### config.mk
export PLATFORM = sky130hd
export DESIGN_NAME = prv_trap_sequencer
export DESIGN_NICKNAME = d
export VERILOG_FILES = /design/src/rtl/machine_mode_types_1_12_pkg.sv /design/src/rtl/prv_trap_priority.sv /design/src/rtl/prv_trap_sequencer.sv
export SDC_FILE = /design/constraint.sdc
export NUM_CORES = 1
export LEC_CHECK = 0
export CAP_MARGIN = 0
export CORE_ASPECT_RATIO = 1.25
export CORE_UTILIZATION = 37
export CTS_CLUSTER_DIAMETER = 40
export DETAILED_ROUTE_END_ITERATION = 6
export PLACE_DENSITY = 0.75
export SLEW_MARGIN = 5
export SYNTH_ARGS = -nofsm -noshare
export SYNTH_HDL_FRONTEND = slang
export SYNTH_SLANG_ARGS = --single-unit
### constraint.sdc
create_clock -name CLK -period 2 [get_ports CLK]
set_input_delay 0.4 -clock CLK [delete_from_list [all_inputs] [get_ports CLK]]
set_output_delay 0.4 -clock CLK [all_outputs]
set_load 0.01 [all_outputs]
### src/rtl/machine_mode_types_1_12_pkg.sv
// Machine-mode shared types for the privilege block.
// Holds the trap sequencer state encoding, the exception and interrupt
// mcause codes, the mtvec mode constant and the trap vector helper.
package machine_mode_types_1_12_pkg;

  typedef enum logic [1:0] {
    IDLE     = 2'd0,
    INT_REQ  = 2'd1,
    REDIRECT = 2'd2
  } trap_state_t;

  // Synchronous exception codes
  localparam logic [4:0] EXC_MAL_INSN    = 5'd0;
  localparam logic [4:0] EXC_FAULT_INSN  = 5'd1;
  localparam logic [4:0] EXC_ILLEGAL     = 5'd2;
  localparam logic [4:0] EXC_BREAKPOINT  = 5'd3;
  localparam logic [4:0] EXC_MAL_L       = 5'd4;
  localparam logic [4:0] EXC_FAULT_L     = 5'd5;
  localparam logic [4:0] EXC_MAL_S       = 5'd6;
  localparam logic [4:0] EXC_FAULT_S     = 5'd7;
  localparam logic [4:0] EXC_ENV         = 5'd11;

  // Interrupt codes (mcause[31] set separately)
  localparam logic [4:0] INT_SOFT        = 5'd3;
  localparam logic [4:0] INT_TIMER       = 5'd7;
  localparam logic [4:0] INT_EXT         = 5'd11;

  localparam logic [1:0] MTVEC_MODE_VECTORED = 2'b01;

  // Vectored mode only offsets interrupts; exceptions always go to base.
  function automatic logic [31:0] trap_target(input logic [31:0] mtvec,
                                              input logic        is_int,
                                              input logic [4:0]  code);
    logic [31:0] base;
    base = {mtvec[31:2], 2'b00};
    if (is_int && (mtvec[1:0] == MTVEC_MODE_VECTORED))
      trap_target = base + {25'd0, code, 2'b00};
    else
      trap_target = base;
  endfunction

endpackage

### src/rtl/prv_trap_priority.sv
// Combinational trap priority encoder.
// Inputs : exception flags, RISC-MGMT exception + index, pending interrupt
//          lines, their enables and the global mstatus.MIE.
// Outputs: valid (any request), is_int (winner is an interrupt), code
//          (mcause code without bit 31), use_badaddr (mtval takes badaddr).
// Any exception outranks any interrupt.
module prv_trap_priority
  import machine_mode_types_1_12_pkg::*;
#(
  parameter int RMGMT_CAUSE_W    = 2,
  parameter int RMGMT_CAUSE_BASE = 24
) (
  input  logic                     fault_insn,
  input  logic                     mal_insn,
  input  logic                     illegal_insn,
  input  logic                     breakpoint,
  input  logic                     env,
  input  logic                     mal_s,
  input  logic                     mal_l,
  input  logic                     fault_s,
  input  logic                     fault_l,
  input  logic                     ex_rmgmt,
  input  logic [RMGMT_CAUSE_W-1:0] ex_rmgmt_cause,
  input  logic                     timer_int,
  input  logic                     soft_int,
  input  logic                     ext_int,
  input  logic                     mie_mtie,
  input  logic                     mie_msie,
  input  logic                     mie_meie,
  input  logic                     mstatus_mie,
  output logic                     valid,
  output logic                     is_int,
  output logic [4:0]               code,
  output logic                     use_badaddr
);

  logic [4:0] rmgmt_code;
  logic       ext_en, soft_en, timer_en;

  assign rmgmt_code = 5'(RMGMT_CAUSE_BASE) + 5'(ex_rmgmt_cause);
  assign ext_en     = mstatus_mie & ext_int   & mie_meie;
  assign soft_en    = mstatus_mie & soft_int  & mie_msie;
  assign timer_en   = mstatus_mie & timer_int & mie_mtie;

  always_comb begin
    valid       = 1'b1;
    is_int      = 1'b0;
    code        = '0;
    use_badaddr = 1'b0;
    if (fault_insn) begin
      code = EXC_FAULT_INSN; use_badaddr = 1'b1;
    end else if (mal_insn) begin
      code = EXC_MAL_INSN;   use_badaddr = 1'b1;
    end else if (illegal_insn) begin
      code = EXC_ILLEGAL;
    end else if (breakpoint) begin
      code = EXC_BREAKPOINT;
    end else if (env) begin
      code = EXC_ENV;
    end else if (mal_s) begin
      code = EXC_MAL_S;      use_badaddr = 1'b1;
    end else if (mal_l) begin
      code = EXC_MAL_L;      use_badaddr = 1'b1;
    end else if (fault_s) begin
      code = EXC_FAULT_S;    use_badaddr = 1'b1;
    end else if (fault_l) begin
      code = EXC_FAULT_L;    use_badaddr = 1'b1;
    end else if (ex_rmgmt) begin
      code = rmgmt_code;
    end else if (ext_en) begin
      is_int = 1'b1; code = INT_EXT;
    end else if (soft_en) begin
      is_int = 1'b1; code = INT_SOFT;
    end else if (timer_en) begin
      is_int = 1'b1; code = INT_TIMER;
    end else begin
      valid = 1'b0;
    end
  end

endmodule

### src/rtl/prv_trap_sequencer.sv
// Trap sequencer between the hazard unit handshake and the M-mode CSR file.
// Inputs : exception flags, RISC-MGMT exception, ret, pipe_clear, epc,
//          badaddr, pending interrupt lines and enables, mtvec, mepc.
// Outputs: intr (flush request), insert_pc/priv_pc (one-cycle redirect),
//          trap_wen/ret_wen (one-cycle CSR commit strobes) and the
//          mepc/mcause/mtval write data, valid while trap_wen is high.
// Every output is a register or a decode of the state register.
module prv_trap_sequencer
  import machine_mode_types_1_12_pkg::*;
#(
  parameter int RMGMT_CAUSE_W    = 2,
  parameter int RMGMT_CAUSE_BASE = 24
) (
  input  logic                     CLK,
  input  logic                     nRST,
  input  logic                     fault_insn,
  input  logic                     mal_insn,
  input  logic                     illegal_insn,
  input  logic                     breakpoint,
  input  logic                     env,
  input  logic                     mal_s,
  input  logic                     mal_l,
  input  logic                     fault_s,
  input  logic                     fault_l,
  input  logic                     ex_rmgmt,
  input  logic [RMGMT_CAUSE_W-1:0] ex_rmgmt_cause,
  input  logic                     ret,
  input  logic                     pipe_clear,
  input  logic [31:0]              epc,
  input  logic [31:0]              badaddr,
  input  logic                     timer_int,
  input  logic                     soft_int,
  input  logic                     ext_int,
  input  logic                     mie_mtie,
  input  logic                     mie_msie,
  input  logic                     mie_meie,
  input  logic                     mstatus_mie,
  input  logic [31:0]              mtvec,
  input  logic [31:0]              mepc,
  output logic                     intr,
  output logic                     insert_pc,
  output logic [31:0]              priv_pc,
  output logic                     trap_wen,
  output logic                     ret_wen,
  output logic [31:0]              mepc_wdata,
  output logic [31:0]              mcause_wdata,
  output logic [31:0]              mtval_wdata
);

  trap_state_t state, state_next;

  logic       pri_valid, pri_is_int, pri_use_badaddr;
  logic [4:0] pri_code;
  logic [4:0] int_code;
  logic       is_ret;
  logic       take_exc, take_ret, int_enter, int_commit;
  logic       exc_req, int_req;

  // Exceptions are only actionable together with pipe_clear, so they are
  // gated before the encoder. Without pipe_clear the encoder then reports
  // the winning interrupt, which is what IDLE needs to start a flush.
  prv_trap_priority #(
    .RMGMT_CAUSE_W    (RMGMT_CAUSE_W),
    .RMGMT_CAUSE_BASE (RMGMT_CAUSE_BASE)
  ) u_priority (
    .fault_insn     (fault_insn   & pipe_clear),
    .mal_insn       (mal_insn     & pipe_clear),
    .illegal_insn   (illegal_insn & pipe_clear),
    .breakpoint     (breakpoint   & pipe_clear),
    .env            (env          & pipe_clear),
    .mal_s          (mal_s        & pipe_clear),
    .mal_l          (mal_l        & pipe_clear),
    .fault_s        (fault_s      & pipe_clear),
    .fault_l        (fault_l      & pipe_clear),
    .ex_rmgmt       (ex_rmgmt     & pipe_clear),
    .ex_rmgmt_cause (ex_rmgmt_cause),
    .timer_int      (timer_int),
    .soft_int       (soft_int),
    .ext_int        (ext_int),
    .mie_mtie       (mie_mtie),
    .mie_msie       (mie_msie),
    .mie_meie       (mie_meie),
    .mstatus_mie    (mstatus_mie),
    .valid          (pri_valid),
    .is_int         (pri_is_int),
    .code           (pri_code),
    .use_badaddr    (pri_use_badaddr)
  );

  assign exc_req = pri_valid & ~pri_is_int;
  assign int_req = pri_valid &  pri_is_int;

  always_ff @(posedge CLK or negedge nRST) begin
    if (!nRST) state <= IDLE;
    else       state <= state_next;
  end

  always_comb begin
    state_next = state;
    take_exc   = 1'b0;
    take_ret   = 1'b0;
    int_enter  = 1'b0;
    int_commit = 1'b0;
    unique case (state)
      IDLE: begin
        if (exc_req) begin
          take_exc = 1'b1;  state_next = REDIRECT;
        end else if (ret && pipe_clear) begin
          take_ret = 1'b1;  state_next = REDIRECT;
        end else if (int_req) begin
          int_enter = 1'b1; state_next = INT_REQ;
        end
      end
      INT_REQ: begin
        if (exc_req) begin
          take_exc = 1'b1;   state_next = REDIRECT;
        end else if (pipe_clear) begin
          int_commit = 1'b1; state_next = REDIRECT;
        end
      end
      REDIRECT: state_next = IDLE;
      default:  state_next = IDLE;
    endcase
  end

  always_ff @(posedge CLK or negedge nRST) begin
    if (!nRST) begin
      int_code     <= '0;
      is_ret       <= 1'b0;
      priv_pc      <= '0;
      mepc_wdata   <= '0;
      mcause_wdata <= '0;
      mtval_wdata  <= '0;
    end else begin
      if (int_enter) int_code <= pri_code;
      if (take_exc) begin
        is_ret       <= 1'b0;
        priv_pc      <= trap_target(mtvec, 1'b0, pri_code);
        mepc_wdata   <= epc;
        mcause_wdata <= {1'b0, 26'd0, pri_code};
        mtval_wdata  <= pri_use_badaddr ? badaddr : '0;
      end else if (take_ret) begin
        is_ret       <= 1'b1;
        priv_pc      <= mepc;
      end else if (int_commit) begin
        is_ret       <= 1'b0;
        priv_pc      <= trap_target(mtvec, 1'b1, int_code);
        mepc_wdata   <= epc;
        mcause_wdata <= {1'b1, 26'd0, int_code};
        mtval_wdata  <= '0;
      end
    end
  end

  assign intr      = (state == INT_REQ);
  assign insert_pc = (state == REDIRECT);
  assign trap_wen  = (state == REDIRECT) & ~is_ret;
  assign ret_wen   = (state == REDIRECT) &  is_ret;

endmodule

# Word level (Yosys, flattened, before mapping)
# Index checks and enable logic that the tools add are counted.
dict set report word_totals {
  rom_bits 0
  register_bits 136
  elab_cells 124
  latchBits 0
  ram_bits 0
  output_inout_bits 132
  mem_count 0
  input_bits 151
}
dict set report op_classes {
  div 0
  shift 0
  muxes 80
  n_eq_ne 6
  n_reduce_logical 7
  order_cmp 0
  n_addsub 2
  n_mul 0
  bitwise 22
}
# op count
set op_table {}
lappend op_table {{two-way mux 32 bit} 14}
lappend op_table {{two-way mux 5 bit} 12}
lappend op_table {{two-way mux 1 bit} 47}
lappend op_table {{adder 32 x 7 -> 32 bit} 1}
lappend op_table {{AND 1 bit} 20}
lappend op_table {{two-way mux 2 bit} 5}
lappend op_table {{adder 4 x 3 -> 5 bit (first input constant)} 1}
lappend op_table {{== test 2 x 1 -> 1 bit (second input constant)} 2}
lappend op_table {{inequality test 4 bit (second input constant)} 1}
lappend op_table {{one-hot mux 2 bit (2 select lines)} 1}
lappend op_table {{AND reduction 2 bit} 2}
lappend op_table {{two-way mux 3 bit} 1}
lappend op_table {{inequality test 3 x 2 -> 1 bit (second input constant)} 1}
lappend op_table {{nonzero test 3 bit} 1}
lappend op_table {{== test 2 bit (second input constant)} 1}
lappend op_table {{zero test 2 bit} 1}
lappend op_table {{inequality test 2 bit (second input constant)} 1}
lappend op_table {{inverter 1 bit} 2}
lappend op_table {{nonzero test 2 bit} 1}
lappend op_table {{OR reduction 2 bit} 1}
lappend op_table {{logical AND 1 bit} 1}

# Longest topological paths before layout
dict set report logic_depth {
  word_depth 22
  ltp_mapped 9
  mapped_depth_nobuf 9
}

# Cells and area by module
# Synthesis repeated with hierarchy kept, for this count alone.
dict set report unflattened {
  cells_unflattened 620
  hier_area_um2 5815.6
}
# module cells_each seq_area_each_um2 instances area_each_um2
set modules_own_cells {}
lappend modules_own_cells {prv_trap_sequencer 586 2752.6 1 5579.1}
lappend modules_own_cells {prv_trap_priority 34 0.0 1 236.5}

# Worst setup path before layout
# Ideal clock, no wire load.
dict set report synth_timing {
  path_kind {input port to flip-flop}
  startpoint {input port mtvec[5]}
  endpoint {register priv_pc[9]}
  stages 8
  setup_time_ns 0.099
  t_required_ns 1.901
  arrival_time_ns 2.064
  n_path_buf 1
  path_slack_ns -0.164
  path_cell_list {ha_1 -> a21o_1 -> a21oi_1 -> and2_1 -> clkbuf_1 -> or4_1 -> o21ai_0 -> a311oi_1}
}
dict set report synth_between {
  elab_chain_cells 5
}
# element line
set synth_lines {}
lappend synth_lines {{from (decl)} prv_trap_sequencer.sv:38} ;# input logic [31:0] mtvec,
lappend synth_lines {{adder 32 x 7 -> 32 bit} machine_mode_types_1_12_pkg.sv:37} ;# trap_target = base + {25'd0, code, 2'b00};
lappend synth_lines {{two-way mux 32 bit} machine_mode_types_1_12_pkg.sv:36} ;# if (is_int && (mtvec[1:0] == MTVEC_MODE_VECTORED))
lappend synth_lines {{two-way mux 32 bit} prv_trap_sequencer.sv:145} ;# end else if (int_commit) begin
lappend synth_lines {{two-way mux 32 bit} prv_trap_sequencer.sv:142} ;# end else if (take_ret) begin
lappend synth_lines {{two-way mux 32 bit} prv_trap_sequencer.sv:136} ;# if (take_exc) begin
lappend synth_lines {{to (signal assigned)} prv_trap_sequencer.sv:138} ;# priv_pc <= trap_target(mtvec, 1'b0, pri_code);
lappend synth_lines {{to (signal assigned)} prv_trap_sequencer.sv:144} ;# priv_pc <= mepc;
lappend synth_lines {{to (signal assigned)} prv_trap_sequencer.sv:147} ;# priv_pc <= trap_target(mtvec, 1'b1, int_code);
lappend synth_lines {{to (decl)} prv_trap_sequencer.sv:42} ;# output logic [31:0] priv_pc,
# No other way between the ends. The select of a mux whose other input is x is not followed.
# A chain may end at the register's enable or synchronous reset.

# Worst setup path in the final report
dict set report layout_timing {
  startpoint {input port mtvec[14]}
  endpoint {register priv_pc[25]}
}
# Same word-level chain as after synthesis.

==> Flow_metrics.wiki <==
{| class="wikitable"
! Metric !! Value
|-
| Depth of the CTS H-tree || 3
|-
| TritonCTS clock tree || done
|-
| Detailed Route WL || 20500 um
|-
| Setup Skew || 9.05 ps
|-
| Master of the slowest instance on the critical path || sky130_fd_sc_hd__or4_4
|-
| Maximum buffer depth of the clock tree || 2
|-
| Path class of the lowest-slack min-delay path || flip-flop to flip-flop
|-
| Synth async-reset ratio || 1.00
|-
| Total power per unit cell area || 668 mW/mm^2
|-
| Count of warnings emitted by yosys || 0
|-
| Cell count of the worst reg-to-reg path || 10
|-
| Number of enable flip-flop cells after synthesis || 0
|-
| Kind of critical path || input pin to flip-flop
|-
| Highest fanout seen on the critical path || 3
|-
| Result of the run || finished, violations left
|-
| Via count normalized by instance count || 5.33
|-
| Share of the yosys chip area belonging to registers || 0.486
|-
| Final cell utilization of the core || 0.669
|-
| Total of buffers placed on input and output ports || 256
|-
| Number of design rule violations left after detail routing || 0
|-
| Endpoints failing hold || 0
|-
| Clock Latency Late Sink || 340 ps
|-
| Die Wd || 113 um
|-
| Placeable core region || 0.0150 mm^2
|-
| IO Count || 283
|-
| Final-stage net count || 1083
|-
| Starting Density || 0.379
|-
| Final setup violating endpoints || 10
|-
| Period minus WS final || 2130 ps
|-
| Cell area after synthesis || 0.00567 mm^2
|-
| Via total after detailed routing || 5940
|-
| Max VDD drop || 0.474 mV
|-
| Gr ovfl total || 0
|-
| Fin. max-slew vios || 0
|-
| Number of distinct library cell variants in the gate-level netlist after synthesis || 61
|-
| Number of max-cap violations || 0
|-
| Syn Inst Count || 553
|-
| Flop2flop setup slack || -110 ps
|-
| Origin of the critical flop-to-flop path || int_code[1]$_DFFE_PN0P_
|-
| Count of antenna-violating nets left after detailed routing || 0
|-
| WP data arrival || 2350 ps
|-
| Crit path from || mtvec[14]
|-
| Placement row count || 50
|-
| Final hold slack || 496 ps
|-
| First-pass GRT wire length || 31800 um
|-
| Top library cells by usage in the layout, fill and taps aside || sky130_fd_sc_hd__clkdlybuf4s50_1 (227), sky130_fd_sc_hd__buf_4 (117), sky130_fd_sc_hd__dfrtp_1 (109)
|-
| Final worst-path cycle share || 1.06
|-
| Pin count of the biggest net entering global routing || 55
|-
| Aggregate global-route resource usage || 0.255
|-
| Startpoint type of the worst setup path || input pin
|-
| Fmax || 470 MHz
|-
| Number of register bits inferred by synthesis || 110
|-
| Routability Congestion || 0.901
|-
| Vias in the first global route || 6319
|-
| WL/cell || 18.4 um
|-
| Final setup slack of the worst path || -127 ps
|-
| Most common cell after layout, fill and taps aside || sky130_fd_sc_hd__clkdlybuf4s50_1
|-
| Type of element capturing the critical path || flip-flop
|-
| Buffer type at the clock tree root || sky130_fd_sc_hd__clkbuf_16
|-
| Critical-path cell list || clkdlybuf4s50_1 -> nand4b_1 -> or4_4 -> a211oi_4 -> buf_4 -> buf_6 -> a31oi_1 -> o21ai_1 -> a21oi_1
|-
| Reported leakage power || 4.33 nW
|-
| Top flip-flop cell by instance count after synthesis || sky130_fd_sc_hd__dfrtp_1
|-
| Terminus of the critical flop-to-flop path || priv_pc[25]$_DFFE_PN0P_
|-
| Crit path largest cell delay || 570 ps
|-
| Number of antenna violations at the first check in global routing || 1
|-
| Inserted Clock Buffers || 9
|-
| Mean cell area of the mapped netlist || 10.2 um^2
|-
| Clock transition at the registers of the reported paths || 80 ps
|-
| Ratio of cells with drive above 1 in the final layout || 0.259
|-
| RSZ-0062 raised after global routing || yes
|-
| Die Area || 0.0158 mm^2
|-
| Drt first pass iters || 5
|-
| Total clock sinks || 110
|-
| Crit path capture || priv_pc[25]$_DFFE_PN0P_
|-
| Required time of the critical path || 2230 ps
|-
| Violations in the final reports || negative setup slack
|-
| Overall die height || 140 um
|-
| Iter 0 DRT Violations || 287
|-
| HPWL Detailed || 15400 um
|-
| Relative area change from synthesis to final layout || 76.5%
|}
[critical path: cells and delay by family]
family	cells	cell delay, ps
simple gates	2	720
buf+inv	3	770
compound gates	4	470
[synth_stat cells, types with 10 or more instances]
cell type	number	area [um^2]
sky130_fd_sc_hd__nor2_1	34	128
sky130_fd_sc_hd__inv_1	13	48.8
sky130_fd_sc_hd__mux2_2	34	383
sky130_fd_sc_hd__buf_4	27	203
sky130_fd_sc_hd__nor3_1	11	55.1
sky130_fd_sc_hd__a21oi_1	29	145
sky130_fd_sc_hd__nand3_1	10	50.1
sky130_fd_sc_hd__a22o_1	39	342
sky130_fd_sc_hd__xnor2_1	10	87.6
sky130_fd_sc_hd__clkbuf_1	15	56.3
sky130_fd_sc_hd__o21ai_0	29	145
sky130_fd_sc_hd__dfrtp_1	110	2750
sky130_fd_sc_hd__nand2_1	46	173
[cell families (layout without fill, tap and decap cells)]
| kind of cell | after synthesis | count (layout) | share of synthesized area |
|---|---|---|---|
| AO/OA/AOI/OAI | 162 | 162 | 0.201 |
| XOR/XNOR | 15 | 15 | 0.0232 |
| adder cells (fa/ha/maj) | 6 | 6 | 0.0146 |
| buffers and inverters | 69 | 422 | 0.0669 |
| flip-flops | 110 | 110 | 0.486 |
| multiplexers | 38 | 38 | 0.0746 |
| other | 1 | 27 | 0.000662 |
| AND/OR/NAND/NOR | 152 | 152 | 0.133 |
[layer usage]
metal	up-vias	GRT usage	wire (um)
met5	-	0	0
met4	0	0.127	796
met3	55	0.0636	1540
met2	296	0.456	10500
met1	2874	0.279	7600
li1	2715	-	-
[where the power goes]
group          switching, mW  leakage, nW  internal [mW]
registers              0.175         1.34           2.50
clock network          0.875        0.147          0.999
logic                  0.877         2.84           1.26
[through the flow]
step	instance area [um^2]	std cells	power (mW)	setup TNS, ps	worst slack, ps
6_report	10000	1114	6.68	-687	-127
5_1_grt	10000	1114	6.97	-2040	-222
4_1_cts	9770	1106	6.67	-214	-61.1
3_5_place_dp	9200	1080	4.71	-53020	-701
3_3_place_gp	9200	1080	4.66	-48490	-669
2_1_floorplan	5780	578	3.43	-20.0	-20.0
[state kept, by name (all words and copies together) (netlist names)]
| signal | cells |
|---|---|
| mepc_wdata | 32 |
| mtval_wdata | 32 |
| state | 2 |
| mcause_wdata | 6 |
| int_code | 5 |
| is_ret | 1 |
| priv_pc | 32 |
[cell type report]
| class | count | area, um^2 |
|---|---|---|
| antenna | 1 | 2.50 |
| clock buffer | 10 | 229 |
| clock inverter | 6 | 77.6 |
| fill | 1174 | 4950 |
| inverter | 14 | 52.6 |
| multi-input combinational | 399 | 2960 |
| sequential | 110 | 2750 |
| tap | 182 | 228 |
| timing repair buffer | 392 | 3700 |
[worst min-delay path by stage]
stage | depth (start not counted) | slack, ps | end | startpoint
3_3_place_gp | 1 | 350 | priv_pc[17]$_DFFE_PN0P_ | nRST
6_report | 2 | 500 | mcause_wdata[2]$_DFFE_PN0P_ | mcause_wdata[2]$_DFFE_PN0P_
4_1_cts | 2 | 500 | mcause_wdata[3]$_DFFE_PN0P_ | mcause_wdata[3]$_DFFE_PN0P_
5_1_grt | 1 | 520 | mtval_wdata[20]$_DFFE_PN0P_ | mtval_wdata[20]$_DFFE_PN0P_
3_5_place_dp | 1 | 360 | priv_pc[17]$_DFFE_PN0P_ | nRST
2_1_floorplan | 0 | 100 | int_code[0]$_DFFE_PN0P_ | nRST
[timing repair]
action	CTS	global route
buffers inserted	7	9
gates cloned	2	0
pin swaps	15	41
hold endpoints to repair	23	0
resized for setup	62	53
setup endpoints to repair	106	74
hold buffers	1	0
Power figures use the tool's default switching activity.
